$ cat config.mk
export PLATFORM = sky130hd
export DESIGN_NAME = exec_arbiter_flat
export DESIGN_NICKNAME = d
export VERILOG_FILES = /design/src/rtl/exec_pkg.sv /design/src/rtl/exec_arbiter_if.sv /design/src/rtl/rr_arb2.sv /design/src/rtl/exec_arbiter.sv /design/src/flat_wrapper.sv
export SDC_FILE = /design/constraint.sdc
export NUM_CORES = 1
export LEC_CHECK = 0
export ABC_AREA = 0
export CAP_MARGIN = 10
export CORE_ASPECT_RATIO = 0.6
export CORE_MARGIN = 2
export CORE_UTILIZATION = 38
export DETAILED_ROUTE_END_ITERATION = 8
export PLACE_DENSITY = 0.8
export SYNTH_ARGS = -nofsm -noshare
export SYNTH_HDL_FRONTEND = slang
export SYNTH_SLANG_ARGS = --single-unit
$ cat constraint.sdc
create_clock -name clk -period 1.7 [get_ports clk]
set_input_delay 0.255 -clock clk [delete_from_list [all_inputs] [get_ports clk]]
set_output_delay 0.255 -clock clk [all_outputs]
set_load 0.1 [all_outputs]
$ cat src/rtl/exec_pkg.sv
// Shared widths, ALU opcodes and sequencer state encoding for exec_arbiter.
package exec_pkg;

    localparam int DATA_W = 16;
    localparam int OP_W   = 3;
    localparam int RD_W   = 3;
    localparam int IMM_W  = 3;

    // Bit 2 of the opcode selects the immediate form.
    localparam logic [OP_W-1:0] OP_ADD  = 3'b000;
    localparam logic [OP_W-1:0] OP_SUB  = 3'b001;
    localparam logic [OP_W-1:0] OP_AND  = 3'b010;
    localparam logic [OP_W-1:0] OP_OR   = 3'b011;
    localparam logic [OP_W-1:0] OP_ADDI = 3'b100;
    localparam logic [OP_W-1:0] OP_SUBI = 3'b101;
    localparam logic [OP_W-1:0] OP_ANDI = 3'b110;
    localparam logic [OP_W-1:0] OP_ORI  = 3'b111;

    typedef enum logic [1:0] {
        IDLE = 2'd0,
        EXEC = 2'd1,
        RESP = 2'd2
    } state_t;

    // One-hot mask selecting requester idx.
    function automatic logic [1:0] req_mask(input logic idx);
        return idx ? 2'b10 : 2'b01;
    endfunction

endpackage

$ cat src/rtl/exec_arbiter_if.sv
// Requester-side request/response bus of exec_arbiter, both requesters packed.
interface exec_arbiter_if;
    import exec_pkg::*;

    logic [1:0]          req_valid;
    logic [1:0]          req_ready;
    logic [2*OP_W-1:0]   req_op;
    logic [2*DATA_W-1:0] req_r1;
    logic [2*DATA_W-1:0] req_r2;
    logic [2*IMM_W-1:0]  req_imm;
    logic [2*RD_W-1:0]   req_rd;
    logic [1:0]          resp_valid;
    logic [1:0]          resp_ready;
    logic [DATA_W-1:0]   resp_data;
    logic [RD_W-1:0]     resp_rd;

    // Requesters side.
    modport master (
        output req_valid, req_op, req_r1, req_r2, req_imm, req_rd, resp_ready,
        input  req_ready, resp_valid, resp_data, resp_rd
    );

    // Arbiter side.
    modport slave (
        input  req_valid, req_op, req_r1, req_r2, req_imm, req_rd, resp_ready,
        output req_ready, resp_valid, resp_data, resp_rd
    );

endinterface

$ cat src/rtl/rr_arb2.sv
// Two-way round-robin grant. The pointer names the requester that wins a tie
// and moves to the other requester after every grant.
module rr_arb2
    import exec_pkg::*;
(
    input  logic       clk,
    input  logic       reset,
    input  logic [1:0] req,
    input  logic       en,
    output logic [1:0] gnt
);

    logic rr_ptr;

    // Combinational grant: a lone request wins, a tie goes to rr_ptr.
    always_comb begin
        gnt = 2'b00;
        if (en) begin
            case (req)
                2'b01:   gnt = 2'b01;
                2'b10:   gnt = 2'b10;
                2'b11:   gnt = req_mask(rr_ptr);
                default: gnt = 2'b00;
            endcase
        end
    end

    // Pointer moves to the requester that did not just win.
    always_ff @(posedge clk) begin
        if (!reset) begin
            rr_ptr <= 1'b0;
        end else if (gnt[0]) begin
            rr_ptr <= 1'b1;
        end else if (gnt[1]) begin
            rr_ptr <= 1'b0;
        end
    end

endmodule

$ cat src/rtl/exec_arbiter.sv
// Round-robin arbiter and sequencer in front of the shared 16-bit execute unit.
// One operation in flight: grant (IDLE or RESP handshake) -> EXEC -> RESP.
// Optional macro EXEC_ARB_STATS_EN adds per-requester 16-bit grant counters.
module exec_arbiter
    import exec_pkg::*;
(
    input  logic              clk,
    input  logic              reset,
    exec_arbiter_if.slave     bus,
    output logic [DATA_W-1:0] alu_r1,
    output logic [DATA_W-1:0] alu_r2,
    output logic [IMM_W-1:0]  alu_imm,
    output logic [OP_W-1:0]   alu_op,
    output logic [RD_W-1:0]   alu_rd,
    output logic              alu_flush,
    input  logic [DATA_W-1:0] alu_data,
    input  logic [RD_W-1:0]   alu_rd_out
`ifdef EXEC_ARB_STATS_EN
    ,
    output logic [15:0]       grant_cnt0,
    output logic [15:0]       grant_cnt1
`endif
);

    state_t            state;
    logic              owner;
    logic [1:0]        gnt;
    logic              resp_hs;
    logic              grant_en;
    logic [1:0]        resp_valid_q;
    logic [DATA_W-1:0] resp_data_q;
    logic [RD_W-1:0]   resp_rd_q;

    // In RESP the owner's resp_valid is always set, so its ready completes the handshake.
    assign resp_hs  = (state == RESP) && bus.resp_ready[owner];
    assign grant_en = (state == IDLE) || resp_hs;

    rr_arb2 u_rr_arb2 (
        .clk   (clk),
        .reset (reset),
        .req   (bus.req_valid),
        .en    (grant_en),
        .gnt   (gnt)
    );

    assign bus.req_ready  = gnt;
    assign bus.resp_valid = resp_valid_q;
    assign bus.resp_data  = resp_data_q;
    assign bus.resp_rd    = resp_rd_q;

    // Execute unit is held in reset whenever nothing is being sequenced.
    assign alu_flush = (state == IDLE) || !reset;

    // Sequencer: latch winner's payload on grant, capture result in EXEC, hold it in RESP.
    always_ff @(posedge clk) begin
        if (!reset) begin
            state        <= IDLE;
            owner        <= 1'b0;
            alu_r1       <= '0;
            alu_r2       <= '0;
            alu_imm      <= '0;
            alu_op       <= '0;
            alu_rd       <= '0;
            resp_valid_q <= 2'b00;
            resp_data_q  <= '0;
            resp_rd_q    <= '0;
        end else begin
            if (|gnt) begin
                owner   <= gnt[1];
                alu_op  <= gnt[1] ? bus.req_op[OP_W +: OP_W]       : bus.req_op[0 +: OP_W];
                alu_r1  <= gnt[1] ? bus.req_r1[DATA_W +: DATA_W]   : bus.req_r1[0 +: DATA_W];
                alu_r2  <= gnt[1] ? bus.req_r2[DATA_W +: DATA_W]   : bus.req_r2[0 +: DATA_W];
                alu_imm <= gnt[1] ? bus.req_imm[IMM_W +: IMM_W]    : bus.req_imm[0 +: IMM_W];
                alu_rd  <= gnt[1] ? bus.req_rd[RD_W +: RD_W]       : bus.req_rd[0 +: RD_W];
            end
            case (state)
                IDLE: begin
                    if (|gnt) begin
                        state <= EXEC;
                    end
                end
                EXEC: begin
                    resp_data_q  <= alu_data;
                    resp_rd_q    <= alu_rd_out;
                    resp_valid_q <= req_mask(owner);
                    state        <= RESP;
                end
                RESP: begin
                    if (resp_hs) begin
                        resp_valid_q <= 2'b00;
                        state        <= (|gnt) ? EXEC : IDLE;
                    end
                end
                default: begin
                    state <= IDLE;
                end
            endcase
        end
    end

`ifdef EXEC_ARB_STATS_EN
    // Grant counters, wrapping naturally at 16 bits.
    always_ff @(posedge clk) begin
        if (!reset) begin
            grant_cnt0 <= '0;
            grant_cnt1 <= '0;
        end else begin
            if (gnt[0]) grant_cnt0 <= grant_cnt0 + 16'd1;
            if (gnt[1]) grant_cnt1 <= grant_cnt1 + 16'd1;
        end
    end
`endif

endmodule

$ cat src/flat_wrapper.sv
// flat-port wrapper written by rule: the top's interface ports become plain ports
module exec_arbiter_flat import exec_pkg::*;
  (clk, reset, alu_r1, alu_r2, alu_imm, alu_op, alu_rd, alu_flush, alu_data, alu_rd_out, bus_req_valid, bus_req_op, bus_req_r1, bus_req_r2, bus_req_imm, bus_req_rd, bus_resp_ready, bus_req_ready, bus_resp_valid, bus_resp_data, bus_resp_rd);
  exec_arbiter_if bus_i ();
  input  logic clk;
  input  logic reset;
  output logic [DATA_W-1:0] alu_r1;
  output logic [DATA_W-1:0] alu_r2;
  output logic [IMM_W-1:0] alu_imm;
  output logic [OP_W-1:0] alu_op;
  output logic [RD_W-1:0] alu_rd;
  output logic alu_flush;
  input  logic [DATA_W-1:0] alu_data;
  input  logic [RD_W-1:0] alu_rd_out;
  input wire logic [$bits(bus_i.req_valid)-1:0] bus_req_valid;
  input wire logic [$bits(bus_i.req_op)-1:0] bus_req_op;
  input wire logic [$bits(bus_i.req_r1)-1:0] bus_req_r1;
  input wire logic [$bits(bus_i.req_r2)-1:0] bus_req_r2;
  input wire logic [$bits(bus_i.req_imm)-1:0] bus_req_imm;
  input wire logic [$bits(bus_i.req_rd)-1:0] bus_req_rd;
  input wire logic [$bits(bus_i.resp_ready)-1:0] bus_resp_ready;
  output wire logic [$bits(bus_i.req_ready)-1:0] bus_req_ready;
  output wire logic [$bits(bus_i.resp_valid)-1:0] bus_resp_valid;
  output wire logic [$bits(bus_i.resp_data)-1:0] bus_resp_data;
  output wire logic [$bits(bus_i.resp_rd)-1:0] bus_resp_rd;
  assign bus_i.req_valid = bus_req_valid;
  assign bus_i.req_op = bus_req_op;
  assign bus_i.req_r1 = bus_req_r1;
  assign bus_i.req_r2 = bus_req_r2;
  assign bus_i.req_imm = bus_req_imm;
  assign bus_i.req_rd = bus_req_rd;
  assign bus_i.resp_ready = bus_resp_ready;
  assign bus_req_ready = bus_i.req_ready;
  assign bus_resp_valid = bus_i.resp_valid;
  assign bus_resp_data = bus_i.resp_data;
  assign bus_resp_rd = bus_i.resp_rd;
  exec_arbiter u_core (.clk(clk), .reset(reset), .bus(bus_i), .alu_r1(alu_r1), .alu_r2(alu_r2), .alu_imm(alu_imm), .alu_op(alu_op), .alu_rd(alu_rd), .alu_flush(alu_flush), .alu_data(alu_data), .alu_rd_out(alu_rd_out));
endmodule
==> metrics.md, run 1 <==
| Metric | Value |
|---|---|
| RePlAce Congestion | approximately 0.83 |
| Syn-to-layout area delta | 97.3% |
| Clock transition at path regs | 0.05 ns |
| Post-synthesis cell type count | 28 |
| Synth Cell Area | 0.00302 mm² |
| Vias in the first global route | 3101 |
| Die H | 73.1 µm |
| Internal power | 0.00415 W |
| Net Switching | 0.00273 W |
| Die X-Extent | 119 µm |
| Yosys top cell by area | dfxtp_1 |
| Fin Setup TNS | -0.0833 ns |
| Core area | between 0.007 and 0.008 mm² |
| Post-route setup slack | -0.0530 ns |
| Clock sink total | 66 |
| Tcrit/Tclk final | 103% |
| Power per cell area | 1150 mW/mm² |
| Clk Tree Root Cell | clkbuf_16 |
| Post-DP HPWL | between 7 and 8 mm |
| Endpoints failing setup | 2 |
| FF+latch count, synth | 66 |
| Per-cell routed wire length | between 15 and 20 µm |
| Seq/Total Area, Yosys | a little over two fifths |
| Failing checks | negative setup slack |
| Most common cell after layout, fill and taps aside | clkdlybuf4s50_1 |
| Syn Inst Count | ~320 |
| Endpoints failing hold | 0 |
| First-pass iteration count of the detailed router | 6 |
| Max Freq | ~570 MHz |
| Crit path DAT | 1.50 ns |
| Status | complete, but fails checks |
| Top Ports | roughly 170 |
| ANT cells | 0 |
| Total congestion overflow | 0 |
| Antenna violations before repair | 0 |
| Worst slew pin tran | 0.471 ns |
| Share of layout cells above drive strength 1 | 30.9% |
| Clock power share | 26.2% |
| Nets | 590 |
| CTS tree | done |
| Seq pwr share | 28.4% |
| Top cell type's share of synthesized area | 43.7% |
| Synth area leaders | dfxtp_1 44%, a22oi_2 16%, o32ai_1 12% |
| Worst path required time | approximately 1.4 ns |
| Most frequent cells in the layout | 104 x clkdlybuf4s50_1, 82 x nand2_1, 75 x buf_12, 65 x dfxtp_1, 41 x o32ai_1 |
| CTS Buffer Depth | 2 |
| DR iter-0 viols | roughly 150 |
| Layout Utilization | 76.5% |
| RSZ-0062 raised after global routing | true |
| Overall routing resource usage | 22.7% |
| Startpoint types | input pin |
| Final min period | around 1.8 ns |
| Peak supply drop | 0.633 mV |
| Max Cap Violations | 0 |
| WS Path Type | in2out |
| Final wirelength | 10.0 mm |
| Via density per instance | 5.28 |
| Initial core utilization | slightly below 40% |
| Endpoint type of the worst setup path | output port |
| Hold crit path type | in2reg |
| Dpl ws | -0.173 ns |
| H-tree levels | 3 |
| First-pass GRT wire length | roughly 16 mm |
| Sw Ratio | 39.7% |
| YS warnings | 0 |
| Skew-Pair Late Insertion Delay | 0.31 ns |
| Crit-path max FO | 3 |
| Total CTS buffers | 9 |
| Via count | between 3000 and 4000 |
| Syn_nets | 424 |
| Slew Viols, Final | 0 |
| # port buffers | 171 |
| Slew headroom | 68.5% |
| Row count | 25 |
| Clk_skew | about 0.0067 ns |
| Pin count of the biggest net entering global routing | 69 |
| Leak | 2.26 nW |
| Minimum hold slack | 0.467 ns |
| DRC | 0 |
| Combinational fraction of design power | 45.4% |
| Syn Area/Cell | roughly 9.5 µm² |
| Die area | about 0.0087 mm² |
| DRT antenna net count | 0 |
## cells in the mapped netlist
library cell   n
nand2_1       82
dfxtp_1       66
o32ai_1       41
a22oi_2       39
clkbuf_1      25
a21boi_0      20
buf_2          7
o21ai_0        5
buf_8          3
inv_1          3
nor2_1         3
nor3_1         3
a22oi_1        2
buf_6          2
nand2b_1       2
nor2b_1        2
a211o_1        1
a211oi_1       1
a21bo_2        1
a21o_2         1
a21oi_2        1
a221oi_1       1
a31o_2         1
a31oi_1        1
clkinv_1       1
mux2i_2        1
nand3_1        1
o22ai_1        1
## flip-flops by register name, summed over array words and instances, names as in the netlist
name,count
u_core.owner,1
u_core.bus.resp_valid,2
u_core.bus.resp_rd,3
u_core.bus.resp_data,16
u_core.alu_imm,3
u_core.alu_r2,16
u_core.alu_op,3
u_core.state,2
u_core.alu_rd,3
u_core.alu_r1,16
u_core.u_rr_arb2.rr_ptr,1
## critical path, cell delays in order
cell and delay, ns:
clkdlybuf4s50_1 0.52, clkinv_1 0.12, buf_4 0.17, nor3_4 0.22, buf_12 0.20
## stage by stage
stage / power (W) / cells / area (µm²)
final: 0.00688 / 596 / 5960
after global placement: 0.00504 / 577 / 5600
after global routing: 0.00712 / 596 / 5960
after detailed placement: 0.00509 / 577 / 5600
after CTS: 0.00694 / 596 / 5950
after floorplan: 0.00376 / 317 / 3040
## per-layer routing
| layer | global-route usage, % | vias up | share of wire (%) |
|---|---|---|---|
| met5 | 0 | - | 0 |
| met4 | 5.29 | 0 | 0.87 |
| met3 | 9.61 | 8 | 10 |
| met2 | 40.0 | 140 | 48 |
| met1 | 26.1 | 1489 | 41 |
| li1 | - | 1507 | - |
## kinds of logic after synthesis
family                 synth area share, %
AOI/OAI and AO/OA                     36.8
buffers and inverters                 7.00
DFF                                   43.7
muxes                                0.455
and+or+nand+nor                       12.0
## path summary, 6_finish.rpt
path | start | to | slack (ns) | cells after the start
setup / recovery | bus_req_valid[1] | bus_req_ready[1] | -0.05 | 5
hold / removal | reset | u_core.alu_r2[13] | 0.47 | 4
setup reg to reg | u_core.owner | u_core.alu_r2[11] | 0.06 | 6
hold reg to reg | u_core.alu_r2[12] | u_core.alu_r2[12] | 0.50 | 2
## layout make-up
class / instances / area [µm²]
repair buffers: 192 / 2640
fillers: 504 / 1830
multi-input cells: 210 / 1550
flip-flops and latches: 66 / 1330
clock buffers: 12 / 246
well taps: 108 / 135
clock inverters: 4 / 51.3
inverters: 4 / 15.0
## timing repair
| item | CTS | global route |
|---|---|---|
| resized for setup | 5 | 1 |
| pin swaps | 3 | 1 |
| setup buffers | 3 | 0 |
| hold buffers | 0 | 0 |
| endpoints found under the setup margin | 2 | 5 |
| cloned | 0 | 0 |
## power groups by stage
stage	Combinational, W	Sequential (W)	Clock (W)
after floorplan	0.000612	0.00315	0
after CTS	0.00314	0.00195	0.00184
final	0.00313	0.00195	0.00180
after detailed placement	0.00311	0.00198	0
after global routing	0.00323	0.00198	0.00192
after global placement	0.00306	0.00197	0
Note: power is estimated with default switching activity, not from simulation.
==> run 2, diff against run 1 <==
- HOLD_SLACK_MARGIN: unset -> 0.03
- SETUP_SLACK_MARGIN: unset -> 0.15
==> metrics.md, run 2 (synthesis results as in run 1) <==
| Metric | Value |
|---|---|
| Leak | around 2.3 nW |
| CTS Buffer Depth | 2 |
| Status | complete, but fails checks |
| Nets | 595 |
| Post-route setup slack | -0.0306 ns |
| Critical-path top delay cell | dfxtp_4 |
| Slew Viols, Final | 0 |
| Slew headroom | between 70% and 80% |
| Max incr delay on CP | 0.35 ns |
| Worst slew pin tran | 0.393 ns |
| Share of layout cells above drive strength 1 | 33.3% |
| Initial core utilization | 38.8% |
| Core area | 0.00779 mm² |
| Most frequent cells in the layout | 103 x clkdlybuf4s50_1, 82 x nand2_1, 74 x buf_12, 62 x dfxtp_1 |
| Crit-path max FO | 3 |
| Skew-Pair Late Insertion Delay | 0.33 ns |
| Worst path required time | roughly 1.4 ns |
| Antenna violations before repair | 0 |
| WS Path Type | reg2out |
| Total congestion overflow | 0 |
| Final wirelength | 10.9 mm |
| Failing checks | negative setup slack |
| Crit-path cells | mux2i_4 > a21o_4 > nor3_4 > buf_12 |
| Clk Tree Root Cell | clkbuf_16 |
| Placed instance area | 0.00563 mm² |
| Dpl ws | -0.168 ns |
| DRC | 0 |
| Clk_skew | 0.00557 ns |
| Syn-to-layout area delta | 101% |
| Tcrit/Tclk final | 102% |
| WP buf/inv | 1 |
| Top Ports | 172 |
| Most common cell after layout, fill and taps aside | clkdlybuf4s50_1 |
| Vias in the first global route | 3248 |
| RSZ-0062 raised after global routing | true |
| Die H | 73.1 µm |
| ANT cells | 0 |
| Endpoints failing hold | 0 |
| Total CTS buffers | 9 |
| Die X-Extent | 119 µm |
| Hold Buf Count CTS | 0 |
| Overall routing resource usage | 24.0% |
| DRT antenna net count | 0 |
| Final min period | 1.73 ns |
| Crit path DAT | 1.48 ns |
| H-tree levels | 3 |
| First-pass GRT wire length | 16.4 mm |
| Tot Pwr | 0.00685 W |
| Max Cap Violations | 0 |
| Via count | 3204 |
| Clock transition at path regs | 0.06 ns |
| Per-cell routed wire length | 18.2 µm |
| Clock sink total | 66 |
| Row count | 25 |
| Endpoints failing setup | 18 |
| CTS tree | done |
| Top delay family on crit path | flip-flops |
| Pin count of the biggest net entering global routing | 30 |
| Power per cell area | 1130 mW/mm² |
| Minimum hold slack | 0.424 ns |
| RePlAce Congestion | between 0.7 and 0.8 |
| Startpoint types | register |
| Max Freq | about 580 MHz |
| Cell area after layout | 0.00607 mm² |
| Peak supply drop | 0.749 mV |
| Die area | 0.00870 mm² |
| Hold crit path type | in2reg |
| Via density per instance | 5.33 |
| Endpoint type of the worst setup path | output port |
| Post-DP HPWL | 7.69 mm |
| # port buffers | roughly 170 |
| First-pass iteration count of the detailed router | 4 |
| DR iter-0 viols | 119 |
[run 2: worst paths after layout]
check	start	to	slack [ns]	cells after the start
max	u_core.owner	bus_req_ready[1]	-0.03	4
min	reset	u_core.bus.resp_data[15]	0.42	3
max reg2reg	u_core.owner	u_core.alu_r2[5]	-0.03	7
min reg2reg	u_core.bus.resp_data[0]	u_core.bus.resp_data[0]	0.50	2
[run 2: layout make-up]
type,instances,area [µm²]
Clock buffer,10,239
Clock inverter,6,42.5
Fill cell,492,1720
Inverter,4,16.3
Multi-Input combinational cell,210,1570
Sequential cell,66,1330
Tap cell,108,135
Timing Repair Buffer,197,2730
[run 2: layer usage]
metal	routed length [µm]	vias up	global-route usage, %
met5	0	-	0
met4	121	0	6.48
met3	932	11	10.5
met2	5410	134	42.8
met1	4480	1538	26.6
li1	-	1521	-
[run 2: through the flow]
| step | instances | setup TNS (ns) | util, % |
|---|---|---|---|
| floorplan | 317 | -0.0619 | - |
| global placement | 577 | -1.43 | 72.3 |
| detailed placement | 577 | -3.06 | 72.3 |
| CTS | 596 | -0.0397 | 76.6 |
| global route | 601 | -1.32 | 77.9 |
| finish | 601 | -0.233 | 77.9 |
[run 2: power breakdown]
group	switching, W	internal [W]
registers	0.000218	0.00174
logic	0.00192	0.00127
clock network	0.000685	0.00102
[run 2: worst min-delay path: stages]
cell and delay, ns:
buf_2 0.11, buf_4 0.20, a21boi_0 0.14
[run 2: what timing repair did]
item / CTS / global route
pin swaps: 27 / 14
setup buffers: 3 / 1
setup endpoints to repair: 2 / 50
resized for setup: 11 / 4
cloned: 0 / 4
